`config.mk`:
```
export PLATFORM = sky130hd
export DESIGN_NAME = pipe_stage_reg_flat
export DESIGN_NICKNAME = d
export VERILOG_FILES = /design/src/rtl/pipe_stage_reg_if.sv /design/src/rtl/pipe_stage_reg.sv /design/src/flat_wrapper.sv
export SDC_FILE = /design/constraint.sdc
export NUM_CORES = 1
export LEC_CHECK = 0
export CAP_MARGIN = 20
export CORE_AREA = 2 2 145 147
export CTS_CLUSTER_SIZE = 8
export DETAILED_ROUTE_END_ITERATION = 10
export DIE_AREA = 0 0 147 149
export PLACE_DENSITY = 0.7
export SLEW_MARGIN = 30
export SYNTH_ARGS = -nofsm -noshare
export SYNTH_HDL_FRONTEND = slang
export SYNTH_SLANG_ARGS = --single-unit
```
`constraint.sdc`:
```
create_clock -name clk -period 2.69 [get_ports clk]
set_input_delay 0.4035 -clock clk [delete_from_list [all_inputs] [get_ports clk]]
set_output_delay 0.4035 -clock clk [all_outputs]
set_load 0.01 [all_outputs]
```
`src/rtl/pipe_stage_reg_if.sv`:
```
// Bus bundle for pipe_stage_reg: upstream stage fields in, last-stage fields and perf counters out.
interface pipe_stage_reg_if #(
   parameter int unsigned DATA_W     = 32,
   parameter int unsigned REG_ADDR_W = 5,
   parameter int unsigned TNEW_W     = 2
);
   logic                  valid_i;
   logic [DATA_W-1:0]     pc_i;
   logic [DATA_W-1:0]     instr_i;
   logic                  reg_write_i;
   logic                  mem_to_reg_i;
   logic                  link_i;
   logic [DATA_W-1:0]     alu_out_i;
   logic [DATA_W-1:0]     read_data_i;
   logic [REG_ADDR_W-1:0] write_reg_i;
   logic [TNEW_W-1:0]     t_new_i;

   logic                  valid_o;
   logic [DATA_W-1:0]     pc_o;
   logic [DATA_W-1:0]     instr_o;
   logic                  reg_write_o;
   logic                  mem_to_reg_o;
   logic                  link_o;
   logic [DATA_W-1:0]     alu_out_o;
   logic [DATA_W-1:0]     read_data_o;
   logic [REG_ADDR_W-1:0] write_reg_o;
   logic [TNEW_W-1:0]     t_new_o;
   logic [DATA_W-1:0]     wb_data_o;
   logic                  fwd_ready_o;
   logic [31:0]           bubble_cnt_o;
   logic [31:0]           stall_cnt_o;

   modport master (
      output valid_i, pc_i, instr_i, reg_write_i, mem_to_reg_i, link_i, alu_out_i, read_data_i,
             write_reg_i, t_new_i,
      input  valid_o, pc_o, instr_o, reg_write_o, mem_to_reg_o, link_o, alu_out_o, read_data_o,
             write_reg_o, t_new_o, wb_data_o, fwd_ready_o, bubble_cnt_o, stall_cnt_o
   );

   modport slave (
      input  valid_i, pc_i, instr_i, reg_write_i, mem_to_reg_i, link_i, alu_out_i, read_data_i,
             write_reg_i, t_new_i,
      output valid_o, pc_o, instr_o, reg_write_o, mem_to_reg_o, link_o, alu_out_o, read_data_o,
             write_reg_o, t_new_o, wb_data_o, fwd_ready_o, bubble_cnt_o, stall_cnt_o
   );
endinterface

```
`src/rtl/pipe_stage_reg.sv`:
```
// DEPTH-deep pipeline register chain (M/W and retiming) with stall, flush and T_new countdown.
// Optional perf counters enabled by defining PIPE_STAGE_PERF_EN.
module pipe_stage_reg #(
   parameter int unsigned DATA_W     = 32,
   parameter int unsigned REG_ADDR_W = 5,
   parameter int unsigned TNEW_W     = 2,
   parameter int unsigned TNEW_RST   = 3,
   parameter int unsigned DEPTH      = 1
) (
   input  logic             clk,
   input  logic             reset,
   input  logic             stall_i,
   input  logic             flush_i,
   pipe_stage_reg_if.slave  bus
);

   typedef struct packed {
      logic                  valid;
      logic [DATA_W-1:0]     pc;
      logic [DATA_W-1:0]     instr;
      logic                  reg_write;
      logic                  mem_to_reg;
      logic                  link;
      logic [DATA_W-1:0]     alu_out;
      logic [DATA_W-1:0]     read_data;
      logic [REG_ADDR_W-1:0] write_reg;
      logic [TNEW_W-1:0]     t_new;
   } stage_t;

   function automatic logic [TNEW_W-1:0] dec_sat(input logic [TNEW_W-1:0] t);
      return (t != '0) ? t - TNEW_W'(1) : '0;
   endfunction

   stage_t in_s;
   stage_t rst_s;
   stage_t last_s;
   stage_t up_s    [DEPTH];
   stage_t stage_d [DEPTH];
   stage_t stage_q [DEPTH];

   always_comb begin
      in_s            = '0;
      in_s.valid      = bus.valid_i;
      in_s.pc         = bus.pc_i;
      in_s.instr      = bus.instr_i;
      in_s.reg_write  = bus.reg_write_i;
      in_s.mem_to_reg = bus.mem_to_reg_i;
      in_s.link       = bus.link_i;
      in_s.alu_out    = bus.alu_out_i;
      in_s.read_data  = bus.read_data_i;
      in_s.write_reg  = bus.write_reg_i;
      in_s.t_new      = bus.t_new_i;
   end

   always_comb begin
      rst_s       = '0;
      rst_s.t_new = TNEW_W'(TNEW_RST);
   end

   assign up_s[0] = in_s;
   for (genvar k = 1; k < DEPTH; k++) begin : g_chain
      assign up_s[k] = stage_q[k-1];
   end

   // Flush keeps pc flowing so the EPC trail survives the bubble.
   always_comb begin
      for (int k = 0; k < DEPTH; k++) begin
         stage_d[k]       = up_s[k];
         stage_d[k].t_new = dec_sat(up_s[k].t_new);
         if (flush_i) begin
            stage_d[k]         = up_s[k];
            stage_d[k].valid      = 1'b0;
            stage_d[k].reg_write  = 1'b0;
            stage_d[k].mem_to_reg = 1'b0;
            stage_d[k].link       = 1'b0;
            stage_d[k].write_reg  = '0;
            stage_d[k].instr      = '0;
            stage_d[k].t_new      = '0;
         end else if (stall_i) begin
            stage_d[k]       = stage_q[k];
            stage_d[k].t_new = dec_sat(stage_q[k].t_new);
         end
      end
   end

   always_ff @(posedge clk) begin
      for (int k = 0; k < DEPTH; k++) begin
         if (reset) stage_q[k] <= rst_s;
         else       stage_q[k] <= stage_d[k];
      end
   end

   assign last_s = stage_q[DEPTH-1];

   assign bus.valid_o      = last_s.valid;
   assign bus.pc_o         = last_s.pc;
   assign bus.instr_o      = last_s.instr;
   assign bus.reg_write_o  = last_s.reg_write;
   assign bus.mem_to_reg_o = last_s.mem_to_reg;
   assign bus.link_o       = last_s.link;
   assign bus.alu_out_o    = last_s.alu_out;
   assign bus.read_data_o  = last_s.read_data;
   assign bus.write_reg_o  = last_s.write_reg;
   assign bus.t_new_o      = last_s.t_new;

   assign bus.wb_data_o   = last_s.link       ? last_s.pc + DATA_W'(8) :
                            last_s.mem_to_reg ? last_s.read_data : last_s.alu_out;
   assign bus.fwd_ready_o = last_s.valid & last_s.reg_write & (last_s.write_reg != '0) &
                            (last_s.t_new == '0);

`ifdef PIPE_STAGE_PERF_EN
   logic [31:0] bubble_cnt_q, bubble_cnt_d;
   logic [31:0] stall_cnt_q, stall_cnt_d;

   always_comb begin
      bubble_cnt_d = flush_i ? bubble_cnt_q + 32'd1 : bubble_cnt_q;
      stall_cnt_d  = (stall_i && !flush_i) ? stall_cnt_q + 32'd1 : stall_cnt_q;
   end

   always_ff @(posedge clk) begin
      if (reset) begin
         bubble_cnt_q <= '0;
         stall_cnt_q  <= '0;
      end else begin
         bubble_cnt_q <= bubble_cnt_d;
         stall_cnt_q  <= stall_cnt_d;
      end
   end

   assign bus.bubble_cnt_o = bubble_cnt_q;
   assign bus.stall_cnt_o  = stall_cnt_q;
`else
   assign bus.bubble_cnt_o = '0;
   assign bus.stall_cnt_o  = '0;
`endif

endmodule

```
`src/flat_wrapper.sv`:
```
// flat-port wrapper written by rule: the top's interface ports become plain ports
module pipe_stage_reg_flat 
#(
   parameter int unsigned DATA_W     = 32,
   parameter int unsigned REG_ADDR_W = 5,
   parameter int unsigned TNEW_W     = 2,
   parameter int unsigned TNEW_RST   = 3,
   parameter int unsigned DEPTH      = 1
)
  (clk, reset, stall_i, flush_i, bus_valid_i, bus_pc_i, bus_instr_i, bus_reg_write_i, bus_mem_to_reg_i, bus_link_i, bus_alu_out_i, bus_read_data_i, bus_write_reg_i, bus_t_new_i, bus_valid_o, bus_pc_o, bus_instr_o, bus_reg_write_o, bus_mem_to_reg_o, bus_link_o, bus_alu_out_o, bus_read_data_o, bus_write_reg_o, bus_t_new_o, bus_wb_data_o, bus_fwd_ready_o, bus_bubble_cnt_o, bus_stall_cnt_o);
  pipe_stage_reg_if #(.DATA_W(DATA_W), .REG_ADDR_W(REG_ADDR_W), .TNEW_W(TNEW_W)) bus_i ();
  input  logic clk;
  input  logic reset;
  input  logic stall_i;
  input  logic flush_i;
  input wire logic [$bits(bus_i.valid_i)-1:0] bus_valid_i;
  input wire logic [$bits(bus_i.pc_i)-1:0] bus_pc_i;
  input wire logic [$bits(bus_i.instr_i)-1:0] bus_instr_i;
  input wire logic [$bits(bus_i.reg_write_i)-1:0] bus_reg_write_i;
  input wire logic [$bits(bus_i.mem_to_reg_i)-1:0] bus_mem_to_reg_i;
  input wire logic [$bits(bus_i.link_i)-1:0] bus_link_i;
  input wire logic [$bits(bus_i.alu_out_i)-1:0] bus_alu_out_i;
  input wire logic [$bits(bus_i.read_data_i)-1:0] bus_read_data_i;
  input wire logic [$bits(bus_i.write_reg_i)-1:0] bus_write_reg_i;
  input wire logic [$bits(bus_i.t_new_i)-1:0] bus_t_new_i;
  output wire logic [$bits(bus_i.valid_o)-1:0] bus_valid_o;
  output wire logic [$bits(bus_i.pc_o)-1:0] bus_pc_o;
  output wire logic [$bits(bus_i.instr_o)-1:0] bus_instr_o;
  output wire logic [$bits(bus_i.reg_write_o)-1:0] bus_reg_write_o;
  output wire logic [$bits(bus_i.mem_to_reg_o)-1:0] bus_mem_to_reg_o;
  output wire logic [$bits(bus_i.link_o)-1:0] bus_link_o;
  output wire logic [$bits(bus_i.alu_out_o)-1:0] bus_alu_out_o;
  output wire logic [$bits(bus_i.read_data_o)-1:0] bus_read_data_o;
  output wire logic [$bits(bus_i.write_reg_o)-1:0] bus_write_reg_o;
  output wire logic [$bits(bus_i.t_new_o)-1:0] bus_t_new_o;
  output wire logic [$bits(bus_i.wb_data_o)-1:0] bus_wb_data_o;
  output wire logic [$bits(bus_i.fwd_ready_o)-1:0] bus_fwd_ready_o;
  output wire logic [$bits(bus_i.bubble_cnt_o)-1:0] bus_bubble_cnt_o;
  output wire logic [$bits(bus_i.stall_cnt_o)-1:0] bus_stall_cnt_o;
  assign bus_i.valid_i = bus_valid_i;
  assign bus_i.pc_i = bus_pc_i;
  assign bus_i.instr_i = bus_instr_i;
  assign bus_i.reg_write_i = bus_reg_write_i;
  assign bus_i.mem_to_reg_i = bus_mem_to_reg_i;
  assign bus_i.link_i = bus_link_i;
  assign bus_i.alu_out_i = bus_alu_out_i;
  assign bus_i.read_data_i = bus_read_data_i;
  assign bus_i.write_reg_i = bus_write_reg_i;
  assign bus_i.t_new_i = bus_t_new_i;
  assign bus_valid_o = bus_i.valid_o;
  assign bus_pc_o = bus_i.pc_o;
  assign bus_instr_o = bus_i.instr_o;
  assign bus_reg_write_o = bus_i.reg_write_o;
  assign bus_mem_to_reg_o = bus_i.mem_to_reg_o;
  assign bus_link_o = bus_i.link_o;
  assign bus_alu_out_o = bus_i.alu_out_o;
  assign bus_read_data_o = bus_i.read_data_o;
  assign bus_write_reg_o = bus_i.write_reg_o;
  assign bus_t_new_o = bus_i.t_new_o;
  assign bus_wb_data_o = bus_i.wb_data_o;
  assign bus_fwd_ready_o = bus_i.fwd_ready_o;
  assign bus_bubble_cnt_o = bus_i.bubble_cnt_o;
  assign bus_stall_cnt_o = bus_i.stall_cnt_o;
  pipe_stage_reg #(.DATA_W(DATA_W), .REG_ADDR_W(REG_ADDR_W), .TNEW_W(TNEW_W), .TNEW_RST(TNEW_RST), .DEPTH(DEPTH)) u_core (.clk(clk), .reset(reset), .stall_i(stall_i), .flush_i(flush_i), .bus(bus_i));
endmodule
```
==> flow_summary_export.csv, run 1 <==
group,metric,value,unit
status,status,"finished with violations",
status,violations,"setup timing",
cells_and_area,finalNetCount,1308,
worst_setup_path,max_stage_delay,0.50,ns
worst_setup_path,path_class,"register to output pin",
detailed_routing,routed-via-count,6839,
global_routing,grt_pass1_vias,6526,
synthesis,yosysTopAreaCell,"dfxtp_1",
worst_setup_path,worst-path-stages,6,
floorplanning,rows,53,
synthesis,yosysSeqAreaShare,0.423,
worst_setup_path,r2r-start,"u_core.stage_q[0][72]",
sta,final_hold_viol_count,0,
sta,post-route-period-util,1.04,
worst_setup_path,cp-end-kind,"output pin",
synthesis,avgSynthCellArea,7.83,µm²
clocking,cts-buffers-inserted,17,
floorplanning,core,20600,µm²
cells_and_area,area.growth.synth_to_final,62.2,%
worst_setup_path,crit_start,"u_core.stage_q[0][115]",
worst_setup_path,critPathLaunchType,"register",
clocking,holdBufCountCts,0,
placement,gp_congestion,0.892,
sta,fmax,356,MHz
cells_and_area,ff_latch_area,2790,µm²
synthesis,synthCells,839,
worst_setup_path,critical-path-top-delay-family,"simple AND/OR/NAND/NOR gates",
pwr,ir_drop,0.376,mV
cells_and_area,reg_top3,"u_core.stage_q x139",
global_routing,grt_pass1_wl,36.3,mm
placement,place.port_buffers,314,
floorplanning,start_util,0.320,
pwr,power_density,537,nW/µm²
cells_and_area,largest_reg_flops,139,
detailed_routing,route.detailed.drc,0,
pwr,power_leakage,4.29,nW
global_routing,grtUsageTotal,0.213,
sta,clock_skew,0.000279,ns
clocking,cts.sinks,139,
synthesis,async_flop_share,0,
synthesis,synth_enable_flop_cells,0,
run,maxCapViolations,0,
cells_and_area,regMostFlops,"u_core.stage_q",
floorplanning,die-area,21900,µm²
clocking,cts_tree,"done",
sta,grt_setup_unrepaired,"yes",
global_routing,antenna_found_initial,0,
clocking,h-tree-depth,4,
worst_setup_path,reg2reg_depth,3,
worst_setup_path,critPathSlowestCell,"or4_1",
floorplanning,die_h,149,µm
sta,finalWorstSetupSlack,-0.118,ns
placement,placed_area,10000,µm²
sta,setup_viol_count_final,9,
sta,finalCriticalPeriod,2.81,ns
synthesis,ys.flop_type,"dfxtp_1",
clocking,clkTransAtPathRegs,0.07,ns
worst_setup_path,rrSetupSlack,1.75,ns
synthesis,netlist_area,6570,µm²
synthesis,synthTopCellsByArea,"dfxtp_1 (42%), nand2_1 (12%), a21oi_1 (8.1%)",
clocking,clk_latency,0.41,ns
worst_setup_path,critPathBufInv,2,
synthesis,synth_seq_cells,139,
worst_setup_path,r2r-end,"u_core.stage_q[0][72]",
detailed_routing,wirelength,24.1,mm
sta,max_slew.worst_pin.slew,0.711,ns
synthesis,ys_types,37,
synthesis,synth_top_area_frac,0.423,
global_routing,grt.overflow.total,0,
detailed_routing,drt-wirelength-per-cell,16.6,µm
floorplanning,die-width,147,µm
worst_setup_path,crit_fanout,12,
cells_and_area,num-fill-cells,1969,
worst_setup_path,crit_end,"bus_wb_data_o[28]",
worst_setup_path,path_cells,"nand4_1 > or4_4 > buf_6 > or4_1 > a31oi_1 > buf_2",
cells_and_area,post-route-util,0.519,
cells_and_area,multi_input_area,3360,µm²
cells_and_area,antenna_cells,0,
detailed_routing,ant_nets,0,
clocking,cts_root_buf,"clkbuf_16",
detailed_routing,via_per_inst,4.71,
detailed_routing,drt_first_pass_iters,5,
floorplanning,pin_count,379,
global_routing,grt_max_degree,63,
worst_setup_path,cp.arrival,2.40,ns
cells_and_area,layout-drive-gt1-share,0.110,
detailed_routing,drtIter0Drc,381,
placement,dp_hpwl,17.7,mm
cells_and_area,fin_area,10700,µm²
worst_hold_path,min_path_type,"input port to register",
sta,relSlewSlack,0.526,
synthesis,ys_warn_count,0,
clocking,cts_max_path_buffers,2,
worst_setup_path,crit_required,2.29,ns
sta,finalMaxSlewViolations,0,
sta,fin_hold_ws,0.377,ns
-- worst min-delay path by stage --
stage / start / endpoint / slack (ns) / cells past startpoint
floorplan: u_core.stage_q[0][42] / u_core.stage_q[0][42] / 0.48 / 2
global placement: u_core.stage_q[0][65] / u_core.stage_q[0][65] / 0.45 / 2
detailed placement: u_core.stage_q[0][60] / u_core.stage_q[0][60] / 0.46 / 2
CTS: reset / u_core.stage_q[0][107] / 0.36 / 2
global route: reset / u_core.stage_q[0][51] / 0.38 / 2
finish: reset / u_core.stage_q[0][49] / 0.38 / 2
-- worst register-to-register path: stages (launching register included) --
cell	delay, ns
dfxtp_2	0.34
buf_12	0.29
mux2i_1	0.12
nor2_1	0.11
-- cells in the mapped netlist (all sizes together) (9+ instances only) --
master and number:
buf 77, nand2 216, clkbuf 51, a21oi 106
mux2i 48, nor2b 26, nor2 46, a31oi 16
o21ai 10, a211oi 25, o31ai 9, xnor2 10
or4 12, dfxtp 139, nand3 9
-- where the power goes --
part / total, W / leakage (nW) / switching, W / internal, W
Clock: 0.00237 / 0.285 / 0.00104 / 0.00134
Sequential: 0.00226 / 1.15 / 0.0000843 / 0.00217
Combinational: 0.00110 / 2.85 / 0.000507 / 0.000590
Total: 0.00573 / 4.29 / 0.00163 / 0.00410
-- metrics by stage --
step                      power (W)  instances  setup TNS (ns)  setup slack, ns
final                       0.00573       1452          -0.654           -0.118
after global routing        0.00597       1452           -1.99           -0.244
after CTS                   0.00578       1450          -0.872           -0.141
after detailed placement    0.00342       1415           -2.11           -0.259
after global placement      0.00341       1415           -2.06           -0.240
after floorplan             0.00280        902               0           0.0914
-- layout make-up --
cell class,instances,share of cell area
Multi-Input combinational cell,630,0.316
Clock buffer,18,0.0412
Tap cell,275,0.0323
Timing Repair Buffer,371,0.333
Sequential cell,139,0.262
Clock inverter,14,0.0140
Inverter,5,0.00176
-- logic make-up after synthesis --
logic type               after synthesis  synth area share
XOR/XNOR                              12            0.0160
AND/OR/NAND/NOR                      333             0.221
flip-flops                           139             0.423
adder cells (fa/ha/maj)                1           0.00190
AO/OA/AOI/OAI                        172             0.150
multiplexers                          48            0.0731
buffers and inverters                133             0.114
other                                  1          0.000571
-- layer usage --
metal,up-vias,wire length (µm),track usage,share of wire
met3,43,2090,0.0676,0.087
met2,324,11400,0.353,0.47
met1,3114,10000,0.262,0.42
met4,0,586,0.0736,0.024
met5,-,0,0,0
li1,3358,-,-,-
-- placed cells by master (no fill, tap or decap), drive strengths merged, types with 3 or more instances in the layout --
cell type      Yosys  final
nor4               4      4
clkbuf            51     18
nor2b             26     26
nor2              46     46
or4               12     12
xnor2             10     10
nand3              9      9
dlygate4sd2        0      9
o31ai              9      9
a31oi             16     16
o21ai             10     10
or3                3      3
inv                5     14
conb               1     64
a211oi            25     25
clkdlybuf4s50      0    290
mux2i             48     48
nor3               4      4
a21oi            106    106
dfxtp            139    139
nand4              5      5
buf               77     72
nand2            216    216
-- timing repair --
| item | CTS | global route |
|---|---|---|
| gates cloned | 1 | 0 |
| pin swaps | 9 | 7 |
| resized for setup | 78 | 5 |
| buffers inserted | 2 | 2 |
| setup endpoints to repair | 22 | 15 |
Note: power is estimated with default switching activity, not from simulation.
==> inputs of run 2 (changes only) <==
==> constraint.sdc (replaced) <==
create_clock -name clk -period 2.69 [get_ports clk]
set_input_delay 0.269 -clock clk [delete_from_list [all_inputs] [get_ports clk]]
set_output_delay 0.269 -clock clk [all_outputs]
set_load 0.01 [all_outputs]
==> flow_summary_export.csv, run 2 (synthesis gave the netlist of run 1 again) <==
group,metric,value,unit
sta,relSlewSlack,0.467,
pwr,switching_share,0.294,
detailed_routing,drtIter0Drc,318,
sta,max_slew.worst_pin.slew,0.799,ns
sta,fin_hold_ws,0.252,ns
worst_setup_path,reg2reg_depth,3,
detailed_routing,ant_nets,0,
placement,gp_congestion,0.858,
placement,dp_hpwl,17.6,mm
placement,place.port_buffers,314,
worst_hold_path,hp-start,"reset",
pwr,power_leakage,4.33,nW
floorplanning,start_util,0.320,
sta,setup_viol_count_final,3,
floorplanning,die-area,21900,µm²
worst_setup_path,cp-end-kind,"output pin",
sta,post-route-period-util,1.01,
clocking,cts_root_buf,"clkbuf_16",
detailed_routing,routed-via-count,6874,
cells_and_area,post-route-util,0.517,
clocking,cts.sinks,139,
cells_and_area,regMostFlops,"u_core.stage_q",
worst_hold_path,min_path_type,"input port to register",
cells_and_area,final_common_cell,"clkdlybuf4s50_1",
cells_and_area,finalNetCount,1301,
worst_setup_path,path_class,"register to output pin",
sta,final_hold_viol_count,0,
floorplanning,rows,53,
worst_hold_path,holdPathEnd,"u_core.stage_q[0][45]",
cells_and_area,largest_reg_flops,139,
global_routing,grt_max_degree,60,
detailed_routing,via_per_inst,4.76,
worst_setup_path,critPathSlowestCell,"or4_1",
global_routing,grt.overflow.total,0,
worst_setup_path,r2r-start,"u_core.stage_q[0][71]",
sta,finalMaxSlewViolations,0,
detailed_routing,route.detailed.drc,0,
sta,grt_setup_unrepaired,"yes",
floorplanning,die-width,147,µm
clocking,cts-buffers-inserted,17,
clocking,cts_tree,"done",
status,status,"finished with violations",
clocking,clk_latency,0.42,ns
worst_hold_path,hold_depth,2,
detailed_routing,drt_first_pass_iters,5,
sta,fmax,370,MHz
global_routing,grt_pass1_vias,6465,
detailed_routing,drt-wirelength-per-cell,16.7,µm
cells_and_area,layout-drive-gt1-share,0.104,
cells_and_area,area.growth.synth_to_final,61.7,%
worst_setup_path,critPathLaunchType,"register",
clocking,h-tree-depth,4,
global_routing,grtUsageTotal,0.215,
placement,place_inst,1408,
floorplanning,core,20600,µm²
worst_setup_path,crit_required,2.42,ns
clocking,clkTransAtPathRegs,0.07,ns
floorplanning,pin_count,379,
worst_setup_path,cp.arrival,2.44,ns
worst_setup_path,r2r-end,"u_core.stage_q[0][71]",
status,violations,"setup timing",
pwr,clkPwrFrac,0.408,
worst_setup_path,rrSetupSlack,1.77,ns
sta,finalCriticalPeriod,2.70,ns
pwr,pwr-share-comb,0.193,
cells_and_area,layout_common_cells,"clkdlybuf4s50_1 (293), nand2_1 (216), dfxtp_1 (130)",
pwr,switching_power,0.00166,W
sta,clock_skew,0.000625,ns
pwr,power_density,533,nW/µm²
detailed_routing,wirelength,24.1,mm
clocking,cts_max_path_buffers,2,
cells_and_area,instances_no_fill,1445,
pwr,intPower,0.00400,W
run,maxCapViolations,0,
sta,finalWorstSetupSlack,-0.0141,ns
pwr,p_seq_frac,0.399,
worst_setup_path,max_stage_delay,0.50,ns
worst_setup_path,path_cells,"nand4_1 > or4_4 > buf_6 > or4_1 > a31oi_1 > buf_2",
pwr,ir_drop,0.401,mV
placement,place_ws,-0.110,ns
floorplanning,die_h,149,µm
cells_and_area,reg_top3,"u_core.stage_q x139",
pwr,finalPower,0.00567,W
cells_and_area,antenna_cells,0,
worst_setup_path,crit_fanout,12,
global_routing,grt_pass1_wl,36.6,mm
global_routing,antenna_found_initial,0,
-- run 2: cell count changes in the layout (fill, tap and decap cells not counted), moves of 3 or more --
cell / change
dlymetal6s2s_1: +6
buf_4: -6
inv_6: -3
clkdlybuf4s50_1: +3
clkbuf_2: +3
buf_2: -4
dlygate4sd2_1: -9
-- run 2: routing by layer --
| metal | track usage | wire, µm | up-vias |
|---|---|---|---|
| met5 | 0 | 0 | - |
| met4 | 0.0817 | 611 | 0 |
| met3 | 0.0746 | 2200 | 33 |
| met2 | 0.357 | 11500 | 309 |
| met1 | 0.259 | 9810 | 3190 |
| li1 | - | - | 3342 |
-- run 2: stage by stage --
stage	setup TNS (ns)	area (µm²)
final	-0.0362	10600
after detailed placement	-0.676	9960
after global routing	-0.735	10600
after floorplan	0	6810
after global placement	-0.720	9960
after CTS	-0.0246	10600
-- run 2: worst max-delay path, delay by kind of cell, from the launching register on --
family	cells	cell delay, ns
AND/OR/NAND/NOR	3	1.17
AO/OA/AOI/OAI	1	0.20
buffers and inverters	2	0.32
flip-flops	1	0.33
-- run 2: layout make-up --
type	instances	area, µm²
tap	275	344
clock inverter	14	150
clock buffer	18	429
multi-input combinational	630	3370
fill	1960	9930
sequential	139	2790
inverter	5	18.8
timing repair buffer	364	3520
-- run 2: power by group through the flow --
| stage | combinational [W] | clock, W | sequential (W) |
|---|---|---|---|
| 6_report | 0.00109 | 0.00231 | 0.00226 |
| 5_1_grt | 0.00118 | 0.00246 | 0.00228 |
| 4_1_cts | 0.00110 | 0.00238 | 0.00226 |
| 3_5_place_dp | 0.00111 | 0 | 0.00230 |
| 3_3_place_gp | 0.00111 | 0 | 0.00230 |
| 2_1_floorplan | 0.000448 | 0 | 0.00235 |
-- run 2: how the worst max path moves through the flow --
stage / start / endpoint / slack (ns)
floorplan: u_core.stage_q[0][117] / bus_wb_data_o[28] / 0.23
finish: u_core.stage_q[0][114] / bus_wb_data_o[29] / -0.01
detailed placement: u_core.stage_q[0][118] / bus_wb_data_o[29] / -0.11
global placement: u_core.stage_q[0][120] / bus_wb_data_o[29] / -0.11
global route: u_core.stage_q[0][114] / bus_wb_data_o[30] / -0.11
CTS: u_core.stage_q[0][114] / bus_wb_data_o[29] / -0.02
-- run 2: repair_timing --
item | in CTS | in global routing
buffers inserted | 3 | 1
gates cloned | 1 | 0
resized for setup | 51 | 27
hold buffers | 0 | 0
pin swaps | 5 | 2
setup endpoints to repair | 15 | 22
